File: src/rtl/gol_mon_pkg.sv
// Shared types and encodings for the Game of Life board monitor.
// Optional period-2 detection is enabled by defining GOL_MON_PERIOD2_EN.
package gol_mon_pkg;

    typedef enum logic [1:0] {
        IDLE  = 2'd0,
        TRACK = 2'd1,
        DUMP  = 2'd2,
        DONE  = 2'd3
    } state_e;

    localparam int unsigned ST_W       = 3;
    localparam int unsigned ST_EXTINCT = 0;
    localparam int unsigned ST_CYCLE   = 1;
    localparam int unsigned ST_MAXGEN  = 2;

    localparam int unsigned PER_W = 2;
    localparam logic [PER_W-1:0] PER_NONE  = 2'd0;
    localparam logic [PER_W-1:0] PER_STILL = 2'd1;
    localparam logic [PER_W-1:0] PER_P2    = 2'd2;

endpackage

File: src/rtl/gol_popcount.sv
// Combinational population count of a W-bit vector.
module gol_popcount #(
    parameter int unsigned W = 24
) (
    input  logic [W-1:0]           i_vec,
    output logic [$clog2(W+1)-1:0] o_count_c
);

    localparam int unsigned CW = $clog2(W+1);

    always_comb begin
        o_count_c = '0;
        for (int i = 0; i < int'(W); i++) begin
            o_count_c = o_count_c + CW'(i_vec[i]);
        end
    end

endmodule

File: src/rtl/gol_board_monitor.sv
// Game of Life run monitor: counts generations, detects termination and streams the final board.
// Define GOL_MON_PERIOD2_EN to add the prev2 register and period-2 oscillation detection.
module gol_board_monitor
    import gol_mon_pkg::*;
#(
    parameter int unsigned ROW     = 4,
    parameter int unsigned COL     = 6,
    parameter int unsigned MAX_GEN = 1000,
    parameter int unsigned GEN_W   = 16
) (
    input  logic                          clk,
    input  logic                          rst_n,
    input  logic                          start,
    input  logic [ROW*COL-1:0]            game_board,
    input  logic                          game_board_initialized,
    output logic                          halt,
    output logic [2:0]                    status,
    output logic [1:0]                    period,
    output logic [GEN_W-1:0]              gen_count,
    output logic [$clog2(ROW*COL+1)-1:0]  population,
    output logic                          out_valid,
    input  logic                          out_ready,
    output logic [COL-1:0]                out_row,
    output logic [$clog2(ROW)-1:0]        out_row_idx,
    output logic                          out_last
);

    localparam int unsigned N      = ROW * COL;
    localparam int unsigned POP_W  = $clog2(N + 1);
    localparam int unsigned RIDX_W = $clog2(ROW);

    state_e              r_state, w_state_nx;
    logic [N-1:0]        r_prev, w_prev_nx;
    logic [N-1:0]        r_snapshot, w_snapshot_nx;
`ifdef GOL_MON_PERIOD2_EN
    logic [N-1:0]        r_prev2, w_prev2_nx;
`endif
    logic [GEN_W-1:0]    r_gen, w_gen_nx;
    logic [POP_W-1:0]    r_pop, w_pop_nx;
    logic                r_halt, w_halt_nx;
    logic [ST_W-1:0]     r_status, w_status_nx;
    logic [PER_W-1:0]    r_period, w_period_nx;
    logic                r_valid, w_valid_nx;
    logic [RIDX_W-1:0]   r_row_idx, w_row_idx_nx;
    logic [COL-1:0]      r_row, w_row_nx;
    logic                r_last, w_last_nx;

    logic [POP_W-1:0]    w_pop_board;
    logic [GEN_W:0]      w_gen_inc;
    logic [RIDX_W-1:0]   w_idx_inc;
    logic                w_extinct, w_still, w_p2, w_maxgen, w_hit;

    gol_popcount #(.W(N)) u_popcount (
        .i_vec     (game_board),
        .o_count_c (w_pop_board)
    );

    function automatic logic [COL-1:0] snap_row(input logic [N-1:0] b, input logic [RIDX_W-1:0] r);
        return b[int'(r)*COL +: COL];
    endfunction

    // Termination conditions on the sampled board, in priority order below.
    assign w_gen_inc = {1'b0, r_gen} + (GEN_W+1)'(1);
    assign w_extinct = (game_board == '0);
    assign w_still   = (game_board == r_prev);
`ifdef GOL_MON_PERIOD2_EN
    assign w_p2      = (r_gen != '0) && (game_board == r_prev2);
`else
    assign w_p2      = 1'b0;
`endif
    assign w_maxgen  = (w_gen_inc == (GEN_W+1)'(MAX_GEN));
    assign w_hit     = w_extinct || w_still || w_p2 || w_maxgen;
    assign w_idx_inc = r_row_idx + RIDX_W'(1);

    always_comb begin
        w_state_nx    = r_state;
        w_prev_nx     = r_prev;
        w_snapshot_nx = r_snapshot;
`ifdef GOL_MON_PERIOD2_EN
        w_prev2_nx    = r_prev2;
`endif
        w_gen_nx      = r_gen;
        w_pop_nx      = r_pop;
        w_halt_nx     = r_halt;
        w_status_nx   = r_status;
        w_period_nx   = r_period;
        w_valid_nx    = r_valid;
        w_row_idx_nx  = r_row_idx;
        w_row_nx      = r_row;
        w_last_nx     = r_last;

        case (r_state)
            IDLE: begin
                if (start && game_board_initialized) begin
                    w_prev_nx  = game_board;
                    w_gen_nx   = '0;
                    w_pop_nx   = w_pop_board;
                    w_state_nx = TRACK;
                end
            end
            TRACK: begin
`ifdef GOL_MON_PERIOD2_EN
                w_prev2_nx = r_prev;
`endif
                w_prev_nx = game_board;
                w_gen_nx  = (r_gen >= GEN_W'(MAX_GEN)) ? r_gen : w_gen_inc[GEN_W-1:0];
                w_pop_nx  = w_pop_board;
                // An empty board equals an empty prev, so extinct must win over still.
                if (w_extinct) begin
                    w_status_nx[ST_EXTINCT] = 1'b1;
                end else if (w_still) begin
                    w_status_nx[ST_CYCLE] = 1'b1;
                    w_period_nx           = PER_STILL;
                end else if (w_p2) begin
                    w_status_nx[ST_CYCLE] = 1'b1;
                    w_period_nx           = PER_P2;
                end else if (w_maxgen) begin
                    w_status_nx[ST_MAXGEN] = 1'b1;
                end
                if (w_hit) begin
                    w_snapshot_nx = game_board;
                    w_halt_nx     = 1'b1;
                    w_state_nx    = DUMP;
                end
            end
            DUMP: begin
                if (!r_valid) begin
                    w_valid_nx   = 1'b1;
                    w_row_idx_nx = '0;
                    w_row_nx     = snap_row(r_snapshot, '0);
                    w_last_nx    = (ROW == 1);
                end else if (out_ready) begin
                    if (r_last) begin
                        w_valid_nx = 1'b0;
                        w_state_nx = DONE;
                    end else begin
                        w_row_idx_nx = w_idx_inc;
                        w_row_nx     = snap_row(r_snapshot, w_idx_inc);
                        w_last_nx    = (w_idx_inc == RIDX_W'(ROW - 1));
                    end
                end
            end
            DONE: begin
            end
            default: w_state_nx = IDLE;
        endcase

        // Dropping the run enable abandons everything and returns to reset values.
        if (!start) begin
            w_state_nx    = IDLE;
            w_prev_nx     = '0;
            w_snapshot_nx = '0;
`ifdef GOL_MON_PERIOD2_EN
            w_prev2_nx    = '0;
`endif
            w_gen_nx      = '0;
            w_pop_nx      = '0;
            w_halt_nx     = 1'b0;
            w_status_nx   = '0;
            w_period_nx   = PER_NONE;
            w_valid_nx    = 1'b0;
            w_row_idx_nx  = '0;
            w_row_nx      = '0;
            w_last_nx     = 1'b0;
        end
    end

    always_ff @(posedge clk or negedge rst_n) begin
        if (!rst_n) begin
            r_state    <= IDLE;
            r_prev     <= '0;
            r_snapshot <= '0;
`ifdef GOL_MON_PERIOD2_EN
            r_prev2    <= '0;
`endif
            r_gen      <= '0;
            r_pop      <= '0;
            r_halt     <= 1'b0;
            r_status   <= '0;
            r_period   <= PER_NONE;
            r_valid    <= 1'b0;
            r_row_idx  <= '0;
            r_row      <= '0;
            r_last     <= 1'b0;
        end else begin
            r_state    <= w_state_nx;
            r_prev     <= w_prev_nx;
            r_snapshot <= w_snapshot_nx;
`ifdef GOL_MON_PERIOD2_EN
            r_prev2    <= w_prev2_nx;
`endif
            r_gen      <= w_gen_nx;
            r_pop      <= w_pop_nx;
            r_halt     <= w_halt_nx;
            r_status   <= w_status_nx;
            r_period   <= w_period_nx;
            r_valid    <= w_valid_nx;
            r_row_idx  <= w_row_idx_nx;
            r_row      <= w_row_nx;
            r_last     <= w_last_nx;
        end
    end

    assign halt        = r_halt;
    assign status      = r_status;
    assign period      = r_period;
    assign gen_count   = r_gen;
    assign population  = r_pop;
    assign out_valid   = r_valid;
    assign out_row     = r_row;
    assign out_row_idx = r_row_idx;
    assign out_last    = r_last;

endmodule

File: config.mk
export PLATFORM = sky130hd
export DESIGN_NAME = gol_board_monitor
export DESIGN_NICKNAME = d
export VERILOG_FILES = /design/src/rtl/gol_mon_pkg.sv /design/src/rtl/gol_popcount.sv /design/src/rtl/gol_board_monitor.sv
export SDC_FILE = /design/constraint.sdc
export NUM_CORES = 1
export LEC_CHECK = 0
export ABC_AREA = 1
export CORE_UTILIZATION = 62
export CTS_BUF_LIST = sky130_fd_sc_hd__clkbuf_8
export DETAILED_ROUTE_END_ITERATION = 8
export GPL_TIMING_DRIVEN = 0
export PLACE_DENSITY = 0.95
export SKIP_CTS_REPAIR_TIMING = 1
export SLEW_MARGIN = 15
export SYNTH_ARGS = -nofsm -noshare
export SYNTH_HDL_FRONTEND = slang
export SYNTH_SLANG_ARGS = --single-unit
File: constraint.sdc
create_clock -name clk -period 2.9 [get_ports clk]
set_input_delay 0.58 -clock clk [delete_from_list [all_inputs] [get_ports clk]]
set_output_delay 0.58 -clock clk [all_outputs]
set_load 0.02 [all_outputs]
# Yosys cells after proc, flatten, opt, wreduce, memory -nomap -nowiden
# Cells that the tools add are included.
[op_classes]
addsub = 25
n_mul = 1
n_div = 0
magnitude_cmp = 1
eq_ne = 23
shift = 1
mux = 54
bitwise_logic = 0
reduce_logical = 14
[op_table]
columns = ["cell", "count"]
rows = [
  ["24-bit 2-to-1 mux", 5],
  ["5-bit by 1-bit adder with 5-bit output", 22],
  ["16-bit 2-to-1 mux", 3],
  ["24-bit case mux with 2 select lines", 1],
  ["2-bit 2-to-1 mux", 16],
  ["16-bit case mux with 2 select lines", 1],
  ["6-bit 2-to-1 mux", 5],
  ["24-bit equality test", 1],
  ["24-bit logical NOT", 1],
  ["3-bit inequality test (second input constant)", 8],
  ["24-bit by 6-bit variable part select with 6-bit output", 1],
  ["16-bit by 1-bit adder with 17-bit output (second input constant)", 1],
  ["17-bit by 10-bit equality test with 1-bit output (second input constant)", 1],
  ["1-bit 2-to-1 mux", 17],
  ["16-bit by 10-bit greater-or-equal comparator with 1-bit output (second input constant)", 1],
  ["2-bit by 1-bit inequality test with 1-bit output (second input constant)", 6],
  ["5-bit 2-to-1 mux", 2],
  ["5-bit case mux with 2 select lines", 1],
  ["3-bit AND reduction", 3],
  ["2-bit AND reduction", 4],
  ["3-bit 2-to-1 mux", 2],
  ["2-bit case mux with 3 select lines", 1],
  ["6-bit AND reduction", 1],
  ["2-bit equality test (second input constant)", 2],
  ["11 further kinds", 13],
]
[word_totals]
ff_bits = 87
latch_bits = 0
ramBits = 0
mem_bits_ro = 0
in_bits = 29
memories = 0

# Logic depth before layout (Yosys ltp)
[depth]
ltp_word = 26
depth_mapped = 16
mapped_depth_nobuf = 16

# Hierarchy
# A second synthesis with hierarchy kept.
[hier_totals]
hier_cells = 627
area_unflattened_um2 = 5267.6
[by_module_without_submodules]
columns = ["mod", "n_inst", "cells_per_inst", "area_per_inst_um2", "seq_area_each_um2"]
rows = [
  ["gol_board_monitor", 1, 548, 4629.4, 2127.0],
  ["gol_popcount", 1, 79, 638.1, 0.0],
]

# Worst setup path after synthesis
# Ideal clock, no wire load.
[synth_path]
kind = "input to register"
start = "input game_board[0]"
end = "register r_pop[4], in the netlist population[4]"
arrival_time_ps = 4274
required_ps = 2770
setup_slack_ps = -1504
stages = 14
path_cell_list = "inv_1 ha_1 inv_1 fa_1 fa_1 fa_1 fa_1 fa_1 fa_1 inv_1 fa_1 a21o_1 a21oi_1 o21ai_0"
[synth_between]
elab_chain_cells = 26
[synth_rtl]
columns = ["item", "line", "rtl"]
rows = [
  ["start: declaration", "gol_board_monitor.sv:14", "input logic [ROW*COL-1:0] game_board,"],
  ["1-bit by 1-bit adder with 2-bit output (*)", "gol_popcount.sv:14", "o_count_c = o_count_c + CW'(i_vec[i]);"],
  ["5-bit by 1-bit adder with 5-bit output (*) (22 in series)", "gol_popcount.sv:14", ""],
  ["5-bit 2-to-1 mux", "gol_board_monitor.sv:94", "if (start && game_board_initialized) begin"],
  ["5-bit case mux with 2 select lines (*)", "gol_board_monitor.sv:92", "case (r_state)"],
  ["5-bit 2-to-1 mux (*)", "gol_board_monitor.sv:149", "if (!start) begin"],
  ["end signal: assignment", "gol_board_monitor.sv:193", "r_pop <= w_pop_nx;"],
  ["end: declaration", "gol_board_monitor.sv:39", "logic [POP_W-1:0] r_pop, w_pop_nx;"],
]
# Mark *: on every way between the ends. The rest lies on a longest branch, timed or not. The select of a mux whose other input is x is not followed.
# A chain may end at the register's enable or synchronous reset.

# Worst setup path after layout
# Ends and elaborated chain as after synthesis.

==> results.md <==
| Item | This run | Unit |
| --- | --- | --- |
| Boundary pin count | 66 | - |
| CTS Root Cell | clkbuf_8 | - |
| Half-perimeter wire length after placement | 9393 | um |
| Number of enable-type register cells in the synthesized netlist | 0 | - |
| Number of gates on the worst path with buffers counted | 15 | - |
| Cell count after synthesis | 593 | - |
| Num CTS Buffers | 9 | - |
| Required time worst endpoint | 3.14 | ns |
| Synthesized area | 0.005060 | sq mm |
| Core area | 0.007807 | sq mm |
| Class of the most critical setup path | in2reg | - |
| Maximum clock frequency | 228.4 | MHz |
| Worst-case reg-to-reg path depth | 10 | - |
| Number of warnings printed during yosys synthesis | 0 | - |
| Clk sink count | 85 | - |
| FFs w/ async S/R, synth | 100.0 | % |
| Fillers | 489 | - |
| Worst-case clock buffer depth | 2 | - |
| Post-route ant nets | 0 | - |
| Critical-path cell with the highest stage delay | fa_1 | - |
| Setup repair after global routing missed its margin | yes | - |
| Overall global routing resource usage | 31.47 | % |
| Maximum cell stage delay along the critical path | 0.56 | ns |
| Unique cell type count in the Yosys netlist | 36 | - |
| H-Tree Level Count | 3 | - |
| CP bufs+invs | 4 | - |
| RD Place Congestion | 0.9475 | - |
| Worst-path fanout max | 3 | - |
| Leakage power | 2.981 | nW |
| Worst-case setup margin in the final layout | -1.478 | ns |
| Wire length of the first global-routing pass | 20670 | um |
| Number of iterations in the first detailed-routing pass | 6 | - |
| Clock slew seen by the registers of the worst setup and hold paths | 0.08 | ns |
| Most common library cell in the layout ignoring fill and taps | nand2_1 | - |
| Worst rel slew slack | 59.42 | % |
| Global route overflow | 0 | - |
| Post-DR vias/cell | 5.772 | - |
| Result of the run | finished with violations | - |
| Failing checks | setup timing | - |
| Relative area change from synthesis to final layout | 22.11 | % |
| Number of DRC violations after detailed routing | 0 | - |
| Final period util | 151.0 | % |
| Sequential cell area fraction in the yosys report | 42.04 | % |
| Areal power density over the cells | 731.4 | mW/mm^2 |
| Routed length per instance | 16.64 | um |
| Net Count, Synth | 654 | - |
| Transition time at the pin with the least slew margin | 0.6088 | ns |
| Share of cells above drive strength 1 | 14.01 | % |
| Worst VDD drop | 0.8196 | mV |
| Worst slack at placement | -2.219 | ns |
| Count of endpoints failing setup in the final report | 5 | - |
| Category of the worst setup path launch point | primary input | - |
| Most used cells in the layout excluding fill and tap cells | 123 x nand2_1, 85 x dfrtp_1, 73 x inv_1 | - |
| Maximum clock skew at final layout | 0.01197 | ns |
| CTS tree | done | - |
| Final #Nets | 737 | - |
| Most common cell on crit path | fa_1 | - |
| Placed Instances | 759 | - |
| Die height | 92.34 | um |
| Die area | 0.008527 | sq mm |
| Antenna violations before repair | 0 | - |
| Number of port buffers | 63 | - |
| Top_reg_cell synth | dfrtp_1 | - |
| Overall via count from detail_route | 4502 | - |
| Clock insertion delay at the later pin of the skew report | 0.37 | ns |
| Average footprint of a synthesized cell | 8.533 | sq um |
| Post-layout instance count excluding filler cells | 780 | - |
| Slew Viols, Final | 0 | - |
| Width of the die | 92.34 | um |
| Cell family with the largest share of critical-path delay | adder cells | - |
| Critical Path Sink Type | register | - |
| Count of maximum capacitance violations | 0 | - |
| Worst EP arrival | 4.62 | ns |
| Cell-by-cell trace of the critical path | buf_8, inv_6, ha_4, inv_4, fa_1, fa_2, fa_1, fa_1, fa_1, fa_2, inv_2, fa_2, a21o_1, a21oi_2, o21ai_1 | - |
| Shortest clock period the worst path allows after layout | 4.378 | ns |
| Standard-cell row count | 32 | - |
| Effective utilization at floorplan | 64.81 | % |
| Initial drt markers | 375 | - |
| Total Wirelength | 12980 | um |
| Pin count of the biggest net entering global routing | 64 | - |
| Diode insertion count for antenna repair | 0 | - |
| Sum of internal, switching and leakage power | 0.004519 | W |
| Number of hold-slack violations in the final timing report | 0 | - |
| Class of the most critical hold timing path | in2async | - |
| Register bit count reported by yosys | 85 | - |
| Vias in the first global route | 4363 | - |
[cell type report]
class                      instances  area (sq um)  share of cell area, %
clock inverter                     4         43.79                 0.7088
buffer                            14         96.34                  1.559
clock buffer                       9         123.9                  2.005
multi-input combinational        408          2566                  41.53
inverter                          86         342.8                  5.549
tap                              102         127.6                  2.066
timing repair buffer              72         750.7                  12.15
sequential                        85          2127                  34.43
[registers in the layout, indices dropped and copies added (netlist names)]
register and flops:
gen_count 16, halt 1, out_last 1, out_row 6, out_row_idx 2, out_valid 1, period 1, population 5
r_prev 24, r_snapshot 24, r_state 2, status 2
[worst paths after layout]
check	from	endpoint	slack (ns)
min in group clk	halt	halt	0.48
min reg2reg	halt	halt	0.48
max in group asynchronous	rst_n	r_snapshot[12]	2.19
max reg2reg	r_state[1]	r_prev[17]	0.55
max	game_board[0]	population[4]	-1.48
min	rst_n	r_prev[16]	0.1
[layer usage]
layer  global-route usage, %  up-vias  wire, um
met5                       0        -         0
met4                   14.58        0       523
li1                        -     2070         -
met2                   52.47      257      6386
met1                   40.76     2114      5166
met3                   4.516       61       903
[worst register-to-register path: cells and delay by family, from the launching register on]
family / cells / cell delay [ns]
flops: 1 / 0.37
fa+ha+maj: 1 / 0.26
compound gates: 1 / 0.16
simple gates: 4 / 0.75
buf+inv: 4 / 0.67
[power by group]
part	internal [W]	total (W)	switching, W
registers	0.00144	0.00162	0.000185
clock network	0.000378	0.000797	0.000419
logic	0.000870	0.00210	0.00123
[synthesized netlist by cell type, types with 3 or more instances]
master,number,share of area [%]
a22oi_1,6,0.89
inv_1,82,6.1
a21oi_1,4,0.40
nand2_4,4,0.89
ha_1,15,3.7
o21ai_2,19,3.3
inv_2,3,0.22
o22ai_1,16,2.0
nand3_1,25,2.5
dfrtp_1,85,42
nand4_1,14,1.7
fa_1,17,6.7
xnor2_1,5,0.87
buf_4,3,0.45
nand2_2,5,0.62
nor2_1,54,4.0
buf_6,4,0.89
clkbuf_1,5,0.37
xor2_1,19,3.3
nor2_2,7,0.87
o21ai_0,53,5.2
nand2_1,124,9.2
mux2i_1,6,1.2
[logic make-up after synthesis]
| kind of cell | synth area share, % |
|---|---|
| muxes | 1.187 |
| adders and majority gates | 10.44 |
| and+or+nand+nor | 20.65 |
| AOI/OAI and AO/OA | 13.18 |
| other | 0.07411 |
| DFF | 42.04 |
| buffers and inverters | 8.284 |
| xor gates and xnor gates | 4.154 |
[through the flow]
stage | utilization [%] | hold WS (ns) | instance area (sq um) | setup TNS [ns]
floorplan | - | 0.2844 | 5095 | -6.070
global placement | 74.97 | 0.4549 | 5853 | -148.79
detailed placement | 75.29 | 0.4585 | 5878 | -10.60
CTS | 77.44 | 0.1141 | 6046 | -8.846
global route | 79.13 | 0.1275 | 6178 | -7.360
finish | 79.13 | 0.09984 | 6178 | -6.776
No activity file was read; power rests on OpenSTA's default activity.
==> RTL edit 1 (config.mk and constraints unchanged) <==
Register the output `status` once more, cleared by the reset; this adds one clock of latency there. The other outputs are not delayed to match.
--- a/src/rtl/gol_board_monitor.sv
+++ b/src/rtl/gol_board_monitor.sv
@@ -204,3 +204,9 @@
     assign halt        = r_halt;
-    assign status      = r_status;
+    always_ff @(posedge clk or negedge rst_n) begin
+        if (!rst_n) begin
+            status <= '0;
+        end else begin
+            status <= r_status;
+        end
+    end
     assign period      = r_period;
Behaviour: not the same (Yosys sat finds a counterexample within 4 cycles, from zero or initial values and one cycle with rst_n low).
==> RTL edit 1 against the unedited design <==
  * The run still ends with setup timing left
  * Area after synthesis is 1.2% higher
  * Setup slack improved by 0.048 ns
  * Wire length is 2.3% lower
  * Total power is 0.43% higher
  * First-iteration DRC count increased by 9.9%
  * Largest power group unchanged
  * Critical endpoint is now population[1]$_DFFE_PN0P_
  * Final area is 0.97% higher
  * Count of clock-buffer cells in the layout up 1
  * Die area increased by 1.2%
  * Sequential cell count rose by 3
  * Cell count fell by 0.90%
  * Hold slack gained 0.055 ns
  * Clock skew hardly changed
==> RTL edit 1: results (changes against the unedited design) <==
run status=complete, but fails checks; failing checks=setup timing; final worst setup slack=-1.43 ns (+0.0476 ns); Overflow after GRT=0 (unchanged); drt pass-1 iters=5 (-1); post-synthesis async set-or-reset flop share=100% (unchanged); Clock Pin Slew Worst Setup and Hold Paths=0.09 ns; Hold Path Class=input port to asynchronous set/reset pin; antenna fix cells=0 (unchanged); starting DRC count in detailed routing=412 (+9.9%); Mapped Avg Cell Area=8.76 sq um (+2.6%); clk_lat worst skew=0.37 ns (about the same); GPL Wtd Cong=0.933 (-1.5%); placed cell count=752 (-0.92%); Num CTS Buffers=9 (unchanged); LEAKAGE=2.98 nW (about the same); Synth area leaders=dfrtp_1 (43%), nand2_1 (7.7%), fa_1 (6.6%); H-tree Lvls=3 (unchanged); critical path class=input port to register; grt met1 use=40.6% (-0.20 points); Setup violations, final=5 (unchanged); Slew HR=64.7% (+5.3 points); skew final=0.0123 ns (+0.000380 ns); met3 GRT Util=5.09% (+0.57 points); layout cell share with drive strength beyond 1=14.8% (+0.74 points); global-route wire length before repair=21100 um (+1.9%); Placed Area=0.00595 sq mm (+1.2%); most frequent cells after synthesis=nand2_1 (105), dfrtp_1 (88), inv_1 (79); initial antenna violation count=0 (unchanged); IO Port Bufs=64 (+1.6%); Ys Warns=0 (unchanged); most frequent cell after synthesis=nand2_1; worst-path fanout max=3 (unchanged); sequential fraction of the synthesis area=43.0% (+0.95 points); largest net degree at the start of global routing=55 (-14%); total number of vias=4414 (-2.0%); Mapped Nets=646 (-1.2%); Worst VDD drop=0.894 mV (+9.1%); hpwl dp=9530 um (+1.5%); clock buffer depth=2 (unchanged); arrival time of the worst setup path=4.58 ns (-0.04 ns); Avg Vias per Cell=5.71 (-1.1%); drt total wl=12700 um (-2.3%); Synth cell types=38 (+5.6%); Tot GR Track Use=32.1% (+0.68 points); GR Layer Usage met2=54.4% (+1.9 points); layout net count=727 (-1.4%); top_reg_cell synth=dfrtp_1
RTL edit 1: changes by cell type after synthesis, moves of 3 or more:
cell	delta
inv_1	-3
dfrtp_1	+3
xnor2_1	+8
nand4_1	-3
nor2_2	-3
nand3_1	-3
nand2_2	+16
nand2_1	-19
o22ai_1	-6
o21ai_0	+5
inv_2	-3
RTL edit 1: kinds of logic after synthesis:
kind of cell / count (synthesis) / share of synthesized area (%)
AO/OA/AOI/OAI: 105 / 12.7
XOR/XNOR: 31 / 5.30
adder cells (fa/ha/maj): 32 / 10.3
buffers and inverters: 97 / 7.91
flip-flops: 88 / 43.0
multiplexers: 6 / 1.17
other: 1 / 0.0732
AND/OR/NAND/NOR: 225 / 19.6
RTL edit 1: layout make-up:
cell class | instances | area [sq um]
Tap cell | 102 | 128
Clock buffer | 10 | 138
Multi-Input combinational cell | 400 | 2550
Timing Repair Buffer | 70 | 738
Sequential cell | 88 | 2200
Clock inverter | 6 | 60.1
Fill cell | 515 | 1610
Inverter | 82 | 328
Buffer | 15 | 97.6
RTL edit 1: report_power, final:
part	switching (W)	internal (W)
sequential	0.000205	0.00148
combinational	0.00115	0.000829
clock	0.000452	0.000417
RTL edit 1: per-layer routing:
layer	wire length, um	up-vias	part of all wire, %
met5	0	-	0
met4	412	0	3.2
met3	685	37	5.4
met2	6410	190	51
met1	5180	2158	41
li1	-	2029	-
RTL edit 1: path summary, 6_finish.rpt:
path / start / to / slack [ns] / cells past startpoint
setup reg to reg: r_state[0]$_DFFE_PN0P_ / r_prev[0]$_DFFE_PN0P_ / 0.44 / 8
setup / recovery: game_board[0] / population[1]$_DFFE_PN0P_ / -1.43 / 14
hold / removal: rst_n / r_prev[16]$_DFFE_PN0P_ / 0.16 / 1
hold reg to reg: r_status[0]$_DFFE_PN0P_ / status[0]$_DFF_PN0_ / 0.39 / 0
max in group asynchronous: rst_n / gen_count[1]$_DFFE_PN0P_ / 2.12 / 2
min in group clk: r_status[0]$_DFFE_PN0P_ / status[0]$_DFF_PN0_ / 0.39 / 0
RTL edit 1: critical path, cell delays in order:
cell,delay [ns]
buf_8,0.09
inv_8,0.04
ha_4,0.25
inv_2,0.03
fa_1,0.53
fa_1,0.46
fa_1,0.52
fa_1,0.58
fa_1,0.47
fa_2,0.37
inv_2,0.08
fa_2,0.45
nand2_2,0.08
o21ai_2,0.06
RTL edit 1: stage by stage:
step                      setup slack (ns)  setup TNS, ns
final                                -1.43          -6.36
after global routing                 -1.53          -6.90
after CTS                            -1.95          -8.70
after detailed placement             -2.26         -10.50
after global placement               -2.19        -169.16
after floorplan                      -1.33          -5.81
==> RTL edit 2 (same settings) <==
Without the edit above. Change the parameter `COL` from 6 to 8.
--- a/src/rtl/gol_board_monitor.sv
+++ b/src/rtl/gol_board_monitor.sv
@@ -6,3 +6,3 @@
     parameter int unsigned ROW     = 4,
-    parameter int unsigned COL     = 6,
+    parameter int unsigned COL     = 8,
     parameter int unsigned MAX_GEN = 1000,
Ports: changed (resized game_board, out_row and population); port bits go from 66 to 77. The function was not compared with the original's and may differ.
==> RTL edit 2 against the unedited design <==
  * The flow still finishes with violations (setup timing)
  * Non-clock buffer count increased by 19
  * Cell count increased by 24%
  * Area after synthesis increased by 22%
  * Wire length increased by 33%
  * Global-route usage increased by 3.4 points
  * Combinational power increased by 61%
  * Total power increased by 45%
  * Synthesized cell count increased by 23%
  * Sequential cell count increased by 19
  * Final area increased by 23%
  * Setup slack got worse by 0.76 ns
==> RTL edit 2: results (changes against the unedited design) <==
run status=complete, but fails checks; failing checks=setup timing; Synth cell types=38 (+5.6%); Crit-path slowest cell=fa_2; worst slack, placed=-3.00 ns (-0.778 ns); pwr dens=861 mW/mm^2 (+18%); LEAKAGE=3.64 nW (+22%); Mapped Avg Cell Area=8.42 sq um (-1.3%); largest net degree at the start of global routing=72 (+13%); crit path from=game_board[1]; fin area=0.00759 sq mm (+23%); # fillers=612 (+25%); Routed wire per std cell=17.9 um (+7.6%); global-route wire length before repair=27000 um (+31%); setup TNS=-11.95 ns (-5.17 ns); most frequent cells after synthesis=nand2_1 (182), inv_1 (113), dfrtp_1 (104); IO Port Bufs=75 (+19%); Buffers excl. clock=105 (+22%); sequential cells=104 (+22%); hpwl dp=12400 um (+32%); Worst Hold Slack=0.0747 ns (-0.0252 ns); layout net count=904 (+23%); drt pass-1 iters=7 (+1); clk tree area frac=3.26% (+0.55 points); starting DRC count in detailed routing=533 (+42%); Setup violations, final=13 (+8); final worst setup slack=-2.24 ns (-0.761 ns); clock share of power=17.3% (-0.3 points); arrival time of the worst setup path=5.44 ns (+0.82 ns); switch share=42.4% (+1.8 points); comb_multi_in=491 (+20%); invs w/o clock=117 (+36%); Slew HR=67.0% (+7.5 points); Worst VDD drop=1.42 mV (+73%); drt total wl=17300 um (+33%); RR Endpoint=r_prev[12]$_DFFE_PN0P_
==> RTL edit 2: cell count changes in the layout (fill, tap and decap cells not counted), sizes merged, moves of 5 or more <==
cell           change
xnor2              -5
dfrtp             +19
a221oi             +7
nor2               -5
o22ai             +13
nand3              +6
inv               +33
dlymetal6s2s       +6
buf                +9
fa                 +7
mux2i              -6
nand2             +67
clkdlybuf4s50      +6
a22oi              -6
==> RTL edit 2: cell families after synthesis <==
| logic type | Yosys count | synth area share (%) |
|---|---|---|
| other cells | 1 | 0.0608 |
| simple gates | 311 | 22.0 |
| buf+inv | 137 | 9.29 |
| flops | 104 | 42.2 |
| compound gates | 123 | 13.1 |
| xor+xnor | 17 | 2.54 |
| fa+ha+maj | 39 | 10.8 |
==> RTL edit 2: routing by layer <==
metal	vias to the layer above	part of all wire [%]	track usage, %
met5	-	0	0
met4	0	4.5	16.9
met3	85	8.8	7.73
met2	364	48	55.0
met1	2699	38	45.9
li1	2524	-	-
